[src/rtl/bcd_pkg.sv]
// rtl/bcd_pkg.sv - shared widths and digit type for the binary-to-BCD converter
package bcd_pkg;
  localparam int BIN_W   = 8;
  localparam int DIGIT_W = 4;
  localparam int HUND_W  = 2;

  typedef logic [DIGIT_W-1:0] bcd_digit_t;

  localparam bcd_digit_t ADD3_THRESH = 4'd5;
endpackage

[src/rtl/bcd_add3.sv]
// rtl/bcd_add3.sv - double-dabble correction cell: digits of 5 or more get +3 before the shift
module bcd_add3
  import bcd_pkg::*;
(
  input  logic [DIGIT_W-1:0] din,
  output logic [DIGIT_W-1:0] dout
);

  assign dout = (din >= ADD3_THRESH) ? din + 4'd3 : din;

endmodule

[src/rtl/binary_to_bcd.sv]
// rtl/binary_to_bcd.sv - unrolled double-dabble array feeding a registered hundreds/tens/ones output
module binary_to_bcd
  import bcd_pkg::*;
(
  input  logic              clk,
  input  logic              reset,
  input  logic [BIN_W-1:0]  binary,
  output logic [HUND_W-1:0] hundreds,
  output logic [DIGIT_W-1:0] tens,
  output logic [DIGIT_W-1:0] ones,
  output logic              valid
);

  localparam int ACC_W = HUND_W + 2 * DIGIT_W;

  // acc[i] holds {hundreds, tens, ones} after i bits have been shifted in
  logic [BIN_W:0][ACC_W-1:0] acc;

  assign acc[0] = '0;

  for (genvar i = 0; i < BIN_W; i++) begin : g_stage
    bcd_digit_t ones_adj;
    bcd_digit_t tens_adj;

    bcd_add3 u_ones (.din(acc[i][DIGIT_W-1:0]),         .dout(ones_adj));
    bcd_add3 u_tens (.din(acc[i][2*DIGIT_W-1:DIGIT_W]), .dout(tens_adj));

    // Hundreds never reaches 5, so it is shifted without a correction cell.
    assign acc[i+1] = ({acc[i][ACC_W-1:2*DIGIT_W], tens_adj, ones_adj} << 1)
                    | ACC_W'(binary[BIN_W-1-i]);
  end

  logic [HUND_W-1:0]  hundreds_d, hundreds_q;
  bcd_digit_t         tens_d, tens_q;
  bcd_digit_t         ones_d, ones_q;
  logic               valid_d, valid_q;

  always_comb begin
    hundreds_d = acc[BIN_W][ACC_W-1:2*DIGIT_W];
    tens_d     = acc[BIN_W][2*DIGIT_W-1:DIGIT_W];
    ones_d     = acc[BIN_W][DIGIT_W-1:0];
    valid_d    = 1'b1;
  end

  always_ff @(posedge clk) begin
    if (reset) begin
      hundreds_q <= '0;
      tens_q     <= '0;
      ones_q     <= '0;
      valid_q    <= 1'b0;
    end else begin
      hundreds_q <= hundreds_d;
      tens_q     <= tens_d;
      ones_q     <= ones_d;
      valid_q    <= valid_d;
    end
  end

  assign hundreds = hundreds_q;
  assign tens     = tens_q;
  assign ones     = ones_q;
  assign valid    = valid_q;

endmodule

[config.mk]
export PLATFORM = sky130hd
export DESIGN_NAME = binary_to_bcd
export DESIGN_NICKNAME = d
export VERILOG_FILES = /design/src/rtl/bcd_pkg.sv /design/src/rtl/bcd_add3.sv /design/src/rtl/binary_to_bcd.sv
export SDC_FILE = /design/constraint.sdc
export NUM_CORES = 1
export LEC_CHECK = 0
export BUFFER_PORTS_ARGS = -buffer_cell sky130_fd_sc_hd__buf_2
export CAP_MARGIN = 5
export CORE_AREA = 8 8 68 70
export DETAILED_ROUTE_END_ITERATION = 10
export DIE_AREA = 0 0 76 78
export GPL_TIMING_DRIVEN = 0
export PLACE_DENSITY = 0.52
export SETUP_SLACK_MARGIN = 0.05
export SYNTH_ARGS = -nofsm -noshare
export SYNTH_HDL_FRONTEND = slang
export SYNTH_SLANG_ARGS = --single-unit
[constraint.sdc]
create_clock -name clk -period 4.3 [get_ports clk]
set_input_delay 0.215 -clock clk [delete_from_list [all_inputs] [get_ports clk]]
set_output_delay 0.215 -clock clk [all_outputs]
set_load 0.05 [all_outputs]
Word-level counts from Yosys, hierarchy flattened
Index checks and enable logic that the tools add are counted.

word-level totals
  flip-flop bits (word level) = 11
  bits of input ports = 10
  output and inout bits = 11
  logic and storage cells = 51

operators by class
  add/subtract/negate cells = 13
  order comparisons = 13
  muxes and demuxes = 14
  bitwise gates (word level) = 7

operators with widths
  cell                                                                   number
  4-bit by 3-bit >= comparator with 1-bit output, second input constant  11
  4-bit 2-to-1 mux                                                       9
  4-bit by 2-bit adder with 4-bit output, second input constant          8
  8-bit by 1-bit bitwise OR with 8-bit output                            4
  3-bit 2-to-1 mux                                                       4
  10-bit by 1-bit bitwise OR with 10-bit output                          1
  3-bit by 2-bit adder with 3-bit output, second input constant          3
  9-bit by 1-bit bitwise OR with 9-bit output                            1
  1-bit by 2-bit adder with 3-bit output, second input constant          2
  1-bit by 3-bit >= comparator with 1-bit output, second input constant  2
  5-bit by 1-bit bitwise OR with 5-bit output                            1
  1-bit 2-to-1 mux                                                       1

Longest topological paths before layout
Gate-level depths: netlist (run 1).

  word-level depth = 21
  mapped depth = 24
  gate-level depth less buffers = 24

By module
Synthesis (run 1) repeated with hierarchy kept, for this count alone.

unflattened totals
  cells, all modules = 280
  area, all modules = 1958.1 um^2

modules (own cells, without submodules)
  module         instances  cells each  area each (um^2)  seq. area each (um^2)
  bcd_add3       16         16          101.3             0.0
  binary_to_bcd  1          24          336.6             220.2

Worst setup path before layout (run 1)
No wires, ideal clock.

  kind = in2reg
  start = input port binary[5]
  end = register hundreds_q[0] (netlist: hundreds[0])
  setup time = 0.122 ns
  arrival = 4.247 ns
  setup slack = -0.069 ns
  stages on the path = 22
  cells stage by stage = inv_1 -> ha_1 -> inv_1 -> ha_1 -> a21oi_2 -> xnor2_1 -> ha_1 -> nor2b_1 -> a211oi_1 -> nor3_1 -> or2_2 -> ha_1 -> inv_1 -> a21oi_1 -> mux2_2 -> inv_1 -> nand2_1 -> ha_1 -> a21oi_1 -> mux2_2 -> a22o_1 -> a221o_1

between the ends
  cells in the longest elaborated chain, start to end = 16

RTL lines
  element                                                                                                   line                 RTL
  from (decl)                                                                                               binary_to_bcd.sv:7   input logic [BIN_W-1:0] binary,
  8-bit by 1-bit bitwise OR with 8-bit output *                                                             binary_to_bcd.sv:30  | ACC_W'(binary[BIN_W-1-i]);
  4-bit by 2-bit adder with 4-bit output or 4-bit by 3-bit >= comparator with 1-bit output (tied branches)  bcd_add3.sv:9        assign dout = (din >= ADD3_THRESH) ? din + 4'd3 : din;
  4-bit 2-to-1 mux *                                                                                        bcd_add3.sv:9
  8-bit by 1-bit bitwise OR with 8-bit output *                                                             binary_to_bcd.sv:30
  4-bit by 2-bit adder with 4-bit output (tied with other cells)                                            bcd_add3.sv:9
  4-bit 2-to-1 mux or 3-bit 2-to-1 mux (tied branches)                                                      bcd_add3.sv:9
  8-bit by 1-bit bitwise OR with 8-bit output *                                                             binary_to_bcd.sv:30
  4-bit by 2-bit adder with 4-bit output (tied with other cells)                                            bcd_add3.sv:9
  4-bit 2-to-1 mux or 3-bit 2-to-1 mux (tied branches)                                                      bcd_add3.sv:9
  8-bit by 1-bit bitwise OR with 8-bit output *                                                             binary_to_bcd.sv:30
  4-bit by 2-bit adder with 4-bit output or 4-bit by 3-bit >= comparator with 1-bit output (tied branches)  bcd_add3.sv:9
  4-bit 2-to-1 mux                                                                                          bcd_add3.sv:9
  9-bit by 1-bit bitwise OR with 9-bit output *                                                             binary_to_bcd.sv:30
  4-bit by 2-bit adder with 4-bit output or 4-bit by 3-bit >= comparator with 1-bit output (tied branches)  bcd_add3.sv:9
  4-bit 2-to-1 mux *                                                                                        bcd_add3.sv:9
  10-bit by 1-bit bitwise OR with 10-bit output *                                                           binary_to_bcd.sv:30
  to (signal assigned)                                                                                      binary_to_bcd.sv:52  hundreds_q <= hundreds_d;
  to (decl)                                                                                                 binary_to_bcd.sv:33  logic [HUND_W-1:0] hundreds_d, hundreds_q;

Mark *: on every way between the ends. The rest lies on a longest branch, timed or not.
A chain may end at the register's enable or synchronous reset.

Final worst setup path (run 1)
  start = input port binary[6]
  end = register tens_q[0] (netlist: tens[0])

between the ends
  cells in the longest elaborated chain, start to end = 19

RTL lines
  element                                                                                                   line                 RTL
  5-bit by 1-bit bitwise OR with 5-bit output *                                                             binary_to_bcd.sv:30
  4-bit by 2-bit adder with 4-bit output or 4-bit by 3-bit >= comparator with 1-bit output (tied branches)  bcd_add3.sv:9
  4-bit 2-to-1 mux *                                                                                        bcd_add3.sv:9
  8-bit by 1-bit bitwise OR with 8-bit output *                                                             binary_to_bcd.sv:30
  4-bit by 2-bit adder with 4-bit output or 4-bit by 3-bit >= comparator with 1-bit output (tied branches)  bcd_add3.sv:9
  4-bit 2-to-1 mux *                                                                                        bcd_add3.sv:9
  8-bit by 1-bit bitwise OR with 8-bit output *                                                             binary_to_bcd.sv:30
  4-bit by 2-bit adder with 4-bit output or 4-bit by 3-bit >= comparator with 1-bit output (tied branches)  bcd_add3.sv:9
  [... 3 more ...]                                                                                          -
  4-bit 2-to-1 mux *                                                                                        bcd_add3.sv:9
  8-bit by 1-bit bitwise OR with 8-bit output *                                                             binary_to_bcd.sv:30
  4-bit by 2-bit adder with 4-bit output or 4-bit by 3-bit >= comparator with 1-bit output (tied branches)  bcd_add3.sv:9
  4-bit 2-to-1 mux *                                                                                        bcd_add3.sv:9
  9-bit by 1-bit bitwise OR with 9-bit output *                                                             binary_to_bcd.sv:30
  4-bit by 2-bit adder with 4-bit output or 4-bit by 3-bit >= comparator with 1-bit output (tied branches)  bcd_add3.sv:9
  4-bit 2-to-1 mux *                                                                                        bcd_add3.sv:9
  10-bit by 1-bit bitwise OR with 10-bit output *                                                           binary_to_bcd.sv:30
  to (signal assigned)                                                                                      binary_to_bcd.sv:53  tens_q <= tens_d;
  to (decl)                                                                                                 binary_to_bcd.sv:34  bcd_digit_t tens_d, tens_q;

Marked as above.

==> impl_metrics.tcl, run 1 <==
set metrics [dict create \
    vias 1234 \
    clk_pin_slew_ns 0.06 \
    rsz0062_at_grt "false" \
    drv_cap 0 \
    crit_path_end_kind "flop" \
    cts-root-buf "clkbuf_4" \
    grt_pass1_wl_um 4950 \
    fin_area_um2 1550 \
    wl_per_cell_um 12.8 \
    placed_cells 217 \
    overflow 0 \
    hpwl_um 2280 \
    grt_pass1_vias 1158 \
    grt_usage 0.0960 \
    fin_crit_sh 0.950 \
    gp_congestion 0.804 \
    leakagePower_nw 0.664 \
    finalCriticalPeriod_ns 4.08 \
    viasPerCell 5.41 \
    fin_setup_tns_ns 0 \
    ant_nets 0 \
    fin_util 0.436 \
    crit_chain "buf_2, inv_1, ha_1, inv_1, ha_4, a21oi_4, xnor2_2, ha_2, nor2b_4, a211o_1, a21oi_2, or2_4, ha_1, nand3b_1, o311a_1, mux2_4, a311oi_4, or2_1, buf_4, nor2_1, a31o_1, a2111oi_2" \
    rows 22 \
    die_w_um 76 \
    cp_max_fo 9 \
    cts.sinks 11 \
    cts_buffers 3 \
    synth-seq-cells 11 \
    synth_area_um2 1220 \
    setup_viol_count_final 0 \
    critPathKind "in2reg" \
    totalWireLength_um 2920 \
    yosys_warnings 0 \
    final_common_cell "buf_2" \
    drtIter0Drc 77 \
    p_clk_frac 0.108 \
    numPortBuffers 20 \
    diodes 0 \
    p_seq_frac 0.205 \
    status "finished, final reports clean" \
    startpoint "binary[6]" \
    drv_slew 0 \
    synth-main-ff-cell "dfxtp_1" \
    worst_pin_slew_ns 0.563 \
    dp_slack_ns -0.584 \
    synth.yosys.seq_area_share 0.181 \
    p_switching_uw 300 \
    synth_top_area_cell "dfxtp_1" \
    tritoncts "done" \
    finalHoldViolations 0 \
    io_pins 21 \
    cp-start-kind "input port" \
    drive_gt1_frac 0.328 \
    cpPeakStageDelay_ns 0.37 \
    layout_common_cells "20 x buf_2, 12 x nor2_1, 11 x dfxtp_1" \
    postSynthAreaPerCell_um2 8.17 \
    grt_max_degree 11 \
    peakVddDrop_mv 0.140 \
    intPower_uw 330 \
    area_growth_pct 27.0 \
    cts_buffer_depth 2 \
    layout.nets 200 \
    relSlewSlack 0.622 \
    synth_edf_count 0 \
    syn_nets 168 \
    switching_share 0.476 \
    synth_area_leaders "dfxtp_1 18%, ha_1 9.2%, a21oi_1 4.1%" \
    post_dp_cell_area_um2 1390 \
    crit_end "tens[0]$_SDFF_PP0_" \
    combPwrFrac 0.688 \
    finalNonFillerCells 228 \
    htree_levels 1 \
    die_h_um 78 \
    grt_antenna_before_repair 0 \
    cpMaxStageDelayCell "a2111oi_2" \
    synth-async-reset-ratio 0 \
    core_um2 3550 \
    min_path_type "in2reg" \
    layout_setup_ws_ns 0.216 \
    dieArea_um2 5930 \
    powerDensity_nw_per_um2 407 \
    synth_cell_types 52 \
    synth_top_area_share 0.181 \
    cp.required_ns 4.45 \
    first_pass_iters 4 \
    arrival_ns 4.24 \
    synthCells 149 \
    fmaxAchievable_mhz 245 \
    post-route-drc-count 0 \
    initial_utilization 0.343 \
]
## Yosys cell counts (2+ instances only)
cell	count
dfxtp_1	11
and3_1	5
buf_4	2
o21ai_0	5
nor2_1	12
clkbuf_1	2
o21bai_1	2
nand3_1	2
or2_1	2
nor3_1	7
nand2b_1	2
nor3b_1	2
a211o_1	2
o22a_1	2
nand2_1	8
a21o_1	3
nand4_1	2
mux2_2	4
nor2b_1	4
a211oi_1	3
ha_1	9
inv_1	11
o211ai_1	3
o22ai_1	2
xnor2_1	3
a21oi_1	10
a2111oi_2	2
a31oi_1	3
## registers in the layout, indices dropped and copies added (netlist names)
signal,count
tens,4
valid,1
ones,4
hundreds,2
## how the worst min path moves through the flow
| stage | startpoint | end | slack [ns] | cells after the start |
|---|---|---|---|---|
| floorplan | binary[2] | tens[0]$_SDFF_PP0_ | 0.31 | 1 |
| global placement | binary[0] | ones[0]$_SDFF_PP0_ | 0.42 | 2 |
| detailed placement | binary[0] | ones[0]$_SDFF_PP0_ | 0.44 | 2 |
| CTS | binary[0] | ones[0]$_SDFF_PP0_ | 0.17 | 2 |
| global route | binary[0] | ones[0]$_SDFF_PP0_ | 0.16 | 2 |
| finish | binary[0] | ones[0]$_SDFF_PP0_ | 0.17 | 2 |
## cell families after synthesis
logic type               Yosys count  share of synthesized area
XOR/XNOR                           4                     0.0442
AND/OR/NAND/NOR                   54                      0.240
multiplexers                       6                     0.0637
adder cells (fa/ha/maj)            9                     0.0925
buffers and inverters             15                     0.0524
AO/OA/AOI/OAI                     50                      0.326
flip-flops                        11                      0.181
## area by class of cell
class	count	area [um2]
flip-flops and latches	11	220
plain buffers	4	22.5
inverters	11	41.3
repair buffers	27	153
well taps	48	60.1
multi-input cells	123	1020
clock buffers	4	26.3
fillers	362	2000
## power groups by stage
stage	clock network (mW)	logic, mW	registers, mW
floorplan	0	0.246	0.213
global placement	0	0.394	0.131
detailed placement	0	0.399	0.132
CTS	0.0702	0.413	0.129
global route	0.0773	0.470	0.131
finish	0.0678	0.433	0.129
## per-layer routing
layer | vias up | track usage | share of wire
met5 | - | 0 | 0
li1 | 632 | - | -
met1 | 586 | 0.111 | 0.46
met4 | 0 | 0.0176 | 0.0055
met2 | 14 | 0.171 | 0.50
met3 | 2 | 0.0276 | 0.029
## per-stage QoR
stage | hold slack [ns] | power, mW
final | 0.167 | 0.629
after floorplan | 0.311 | 0.460
after global routing | 0.163 | 0.678
after CTS | 0.168 | 0.613
after global placement | 0.423 | 0.525
after detailed placement | 0.442 | 0.530
## critical path: cells and delay by family
kind / cells / cell delay (ns)
AOI/OAI and AO/OA: 7 / 1.49
and+or+nand+nor: 5 / 0.85
adders and majority gates: 4 / 0.79
buffers and inverters: 4 / 0.43
muxes: 1 / 0.32
xor gates and xnor gates: 1 / 0.16
## what timing repair did
action / CTS / global route
pin swaps: 3 / 6
resized for setup: 7 / 8
buffers inserted: 3 / 4
hold buffers: 0 / 0
setup endpoints to repair: 8 / 8
No activity file was read; power rests on OpenSTA's default activity.
==> run 2, diff against run 1 <==
- ABC_CLOCK_PERIOD_IN_PS: not set -> 4300
- CORE_AREA: 8 8 68 70 -> 8 8 72 74
- DIE_AREA: 0 0 76 78 -> 0 0 80 82
- PLACE_DENSITY: 0.52 -> 0.47
==> impl_metrics.tcl, run 2 (synthesized netlist as in run 1, its figures left out) <==
set metrics [dict create \
    status "finished, final reports clean" \
    post-route-drc-count 0 \
    multi_input_area_um2 1020 \
    drv_slew 0 \
    setup_viol_count_final 0 \
    tritoncts "done" \
    final_common_cell "buf_2" \
    arrival_ns 4.15 \
    peakVddDrop_mv 0.112 \
    area_growth_pct 27.4 \
    viasPerCell 5.21 \
    vias 1194 \
    ctsHoldBuffers 0 \
    grt_max_degree 11 \
    totalWireLength_um 2870 \
    crit_path_end_kind "flop" \
    drtIter0Drc 40 \
    grt_pass1_vias 1162 \
    powerDensity_nw_per_um2 419 \
    grt_usage 0.0928 \
    fmaxAchievable_mhz 248 \
    cts_buffer_depth 2 \
    cp.required_ns 4.42 \
    first_pass_iters 4 \
    layout_setup_ws_ns 0.267 \
    fillers 450 \
    startpoint "binary[5]" \
    dieArea_um2 6560 \
    leakagePower_nw 0.661 \
    register_area_um2 220 \
    wl_per_cell_um 12.5 \
    dp_slack_ns -0.529 \
    rsz0062_at_grt "false" \
    cp-start-kind "input port" \
    hold_depth 2 \
    gp_congestion 0.864 \
    die_h_um 82 \
    cts_buffers 3 \
    io_pins 21 \
    die_w_um 80 \
    layout.nets 197 \
    clk_pin_slew_ns 0.05 \
    grt_pass1_wl_um 5070 \
    grt_antenna_before_repair 0 \
    numPortBuffers 20 \
    holdPathEnd "ones[0]$_SDFF_PP0_" \
    ant_nets 0 \
    diodes 0 \
    finalCriticalPeriod_ns 4.03 \
    drive_gt1_frac 0.311 \
    fin_crit_sh 0.938 \
    relSlewSlack 0.621 \
    cts-root-buf "clkbuf_8" \
    hpwl_um 2280 \
    critPathKind "in2reg" \
    fin_util 0.374 \
    initial_utilization 0.294 \
    finalHoldViolations 0 \
    core_um2 4140 \
    layout_common_cells "20 x buf_2, 12 x nor2_1, 11 x dfxtp_1" \
    htree_levels 1 \
    min_path_type "in2reg" \
    overflow 0 \
    hold_ws_ns 0.200 \
    cts.sinks 11 \
    hold_start "binary[0]" \
    worst_pin_slew_ns 0.565 \
    drv_cap 0 \
    cp_max_fo 9 \
    rows 24 \
]
## run 2: cell type report
cell class / instances / area share
timing repair buffer: 24 / 0.0839
clock buffer: 4 / 0.0290
inverter: 11 / 0.0282
buffer: 4 / 0.0145
multi-input combinational: 123 / 0.660
tap: 52 / 0.0419
sequential: 11 / 0.142
## run 2: worst max-delay path by stage
stage | to | slack, ns | depth (start not counted)
CTS | tens[0]$_SDFF_PP0_ | 0.08 | 22
floorplan | hundreds[0]$_SDFF_PP0_ | 0.06 | 22
finish | tens[0]$_SDFF_PP0_ | 0.27 | 22
global placement | tens[0]$_SDFF_PP0_ | -0.50 | 22
global route | tens[0]$_SDFF_PP0_ | 0.04 | 22
detailed placement | hundreds[0]$_SDFF_PP0_ | -0.53 | 22
## run 2: worst max-delay path, cell delays in order
cell and delay (ns):
buf_2 0.13, inv_4 0.09, ha_1 0.14, inv_1 0.06, ha_4 0.19, a21oi_4 0.18, xnor2_4 0.16, ha_2 0.21
nor2b_4 0.16, a211o_1 0.17, a21oi_2 0.08, or2_2 0.33, ha_1 0.21, nand3b_1 0.16, o311a_1 0.17, mux2_4 0.32
a311oi_2 0.23, or2_1 0.14, buf_4 0.14, nor2_1 0.08, a31o_1 0.23, a2111oi_2 0.36
## run 2: metal layers
layer,share of wire,track usage,vias to the layer above
met5,0,0,-
met4,0.0073,0.0327,0
met3,0.051,0.0175,2
met2,0.47,0.164,30
met1,0.47,0.109,538
li1,-,-,624
## run 2: stage by stage
stage / setup TNS [ns] / instance area, um2 / instances / total power [mW]
floorplan: 0 / 1230 / 149 / 0.460
global placement: -3.24 / 1400 / 221 / 0.526
detailed placement: -3.41 / 1400 / 221 / 0.530
CTS: 0 / 1500 / 229 / 0.644
global route: 0 / 1550 / 229 / 0.706
finish: 0 / 1550 / 229 / 0.649
## run 2: repair_timing
item	CTS	global route
setup buffers	4	0
endpoints found under the setup margin	8	8
endpoints found under the hold margin	0	0
resized for setup	5	10
pin swaps	2	6
## run 2: power breakdown
group / switching (mW) / internal, mW
Combinational: 0.259 / 0.163
Sequential: 0.00393 / 0.125
Clock: 0.0338 / 0.0646
==> run 3, diff against run 2 <==
- CORE_AREA: 8 8 72 74 -> 3 3 67 69
- DIE_AREA: 0 0 80 82 -> 0 0 70 72
- MAX_ROUTING_LAYER: not set -> met4
==> impl_metrics.tcl, run 3 (synthesized netlist as in run 1, its figures left out) <==
set metrics [dict create \
    drv_slew 0 \
    grt_antenna_before_repair 0 \
    status "finished, final reports clean" \
    post-route-drc-count 0 \
    layout_common_cells "20 x buf_2, 12 x nor2_1, 11 x buf_4, 11 x dfxtp_1, 10 x inv_1" \
    vias 1256 \
    fin_setup_tns_ns 0 \
    hpwl_um 2240 \
    layout.nets 203 \
    powerDensity_nw_per_um2 420 \
    leakagePower_nw 0.696 \
    final_common_cell "buf_2" \
    fin_area_um2 1620 \
    grt_max_degree 11 \
    fmaxAchievable_mhz 245 \
    crit_top_cell "ha_1" \
    crit_path_end_kind "flop" \
    rsz0062_at_grt "true" \
    core_um2 3970 \
    viasPerCell 5.39 \
    fin_crit_sh 0.950 \
    tritoncts "done" \
    area_growth_pct 33.0 \
    holdPathEnd "ones[0]$_SDFF_PP0_" \
    clk_pin_slew_ns 0.05 \
    cts_buffer_depth 2 \
    crit_chain "buf_2, inv_2, ha_1, inv_1, ha_4, a21oi_4, xnor2_2, ha_2, nor2b_4, a211o_1, a21oi_2, or2_2, ha_1, nand3b_1, o311a_1, mux2_4, a311oi_4, buf_4, a2bb2oi_4, xnor2_4, nor2_2, a221o_1" \
    dieArea_um2 5040 \
    grt_pass1_vias 1159 \
    cts-root-buf "clkbuf_8" \
    gp_congestion 0.844 \
    cp.required_ns 4.42 \
    min_path_type "in2reg" \
    wl_per_cell_um 13.6 \
    post_dp_cell_area_um2 1390 \
    numPortBuffers 20 \
    overflow 0 \
    rows 23 \
    drv_cap 0 \
    totalWireLength_um 3180 \
    drive_gt1_frac 0.339 \
    htree_levels 1 \
    finalHoldViolations 0 \
    ant_nets 0 \
    drtIter0Drc 33 \
    setup_viol_count_final 0 \
    die_h_um 72 \
    peakVddDrop_mv 0.136 \
    arrival_ns 4.20 \
    die_w_um 70 \
    hold_depth 2 \
    worst_pin_slew_ns 0.745 \
    critPathKind "in2reg" \
    first_pass_iters 4 \
    grt_pass1_wl_um 4940 \
    hold_start "binary[0]" \
    initial_utilization 0.307 \
    ctsHoldBuffers 0 \
    diodes 0 \
    finalNonFillerCells 233 \
    io_pins 21 \
    relSlewSlack 0.500 \
    cts.sinks 11 \
    placed_cells 219 \
    cpPeakStageDelay_ns 0.33 \
    cts_buffers 3 \
    cpMaxStageDelayCell "or2_2" \
    cp-start-kind "input port" \
    grt_usage 0.120 \
    finalCriticalPeriod_ns 4.09 \
    cp_max_fo 6 \
]
[run 3: timing repair]
item | in CTS | in global routing
pin swaps | 2 | 6
resized for setup | 8 | 10
endpoints found under the setup margin | 8 | 8
setup buffers | 4 | 6
[run 3: power by group]
part / leakage (nW) / internal, mW / switching [mW]
combinational: 0.582 / 0.180 / 0.271
sequential: 0.0910 / 0.125 / 0.00484
clock: 0.0228 / 0.0647 / 0.0343
[run 3: worst max path at each step]
| stage | start | end | slack [ns] | cells after the start |
|---|---|---|---|---|
| 6_report | binary[5] | hundreds[0]$_SDFF_PP0_ | 0.21 | 22 |
| 2_1_floorplan | binary[5] | hundreds[0]$_SDFF_PP0_ | 0.06 | 22 |
| 4_1_cts | binary[5] | tens[0]$_SDFF_PP0_ | 0.06 | 22 |
| 5_1_grt | binary[6] | tens[0]$_SDFF_PP0_ | 0.0005 | 22 |
| 3_3_place_gp | binary[5] | hundreds[0]$_SDFF_PP0_ | -0.47 | 22 |
| 3_5_place_dp | binary[5] | hundreds[0]$_SDFF_PP0_ | -0.58 | 22 |
[run 3: routing by layer]
metal	track usage	vias up	wire, um
met5	-	-	0
met4	0.0277	0	31
met3	0.0249	4	126
met2	0.211	27	1620
met1	0.142	591	1400
li1	-	634	-
[run 3: area by class of cell]
class	count	area, um2
clock buffers	4	45.0
plain buffers	4	26.3
inverters	11	41.3
flip-flops and latches	11	220
fillers	416	2350
multi-input cells	123	1050
repair buffers	30	175
well taps	50	62.6
[run 3: worst max-delay path, delay by kind of cell]
family	cells	cell delay [ns]
AO/OA/AOI/OAI	7	1.23
XOR/XNOR	2	0.44
adder cells (fa/ha/maj)	4	0.81
buffers and inverters	4	0.44
multiplexers	1	0.31
AND/OR/NAND/NOR	4	0.75
[run 3: metrics by stage]
| stage | power (mW) | hold slack (ns) | setup slack, ns | util |
|---|---|---|---|---|
| 2_1_floorplan | 0.460 | 0.311 | 0.0613 | - |
| 3_3_place_gp | 0.526 | 0.429 | -0.471 | 0.351 |
| 3_5_place_dp | 0.531 | 0.437 | -0.577 | 0.351 |
| 4_1_cts | 0.650 | 0.195 | 0.0598 | 0.383 |
| 5_1_grt | 0.725 | 0.206 | 0.000493 | 0.408 |
| 6_report | 0.680 | 0.199 | 0.214 | 0.408 |
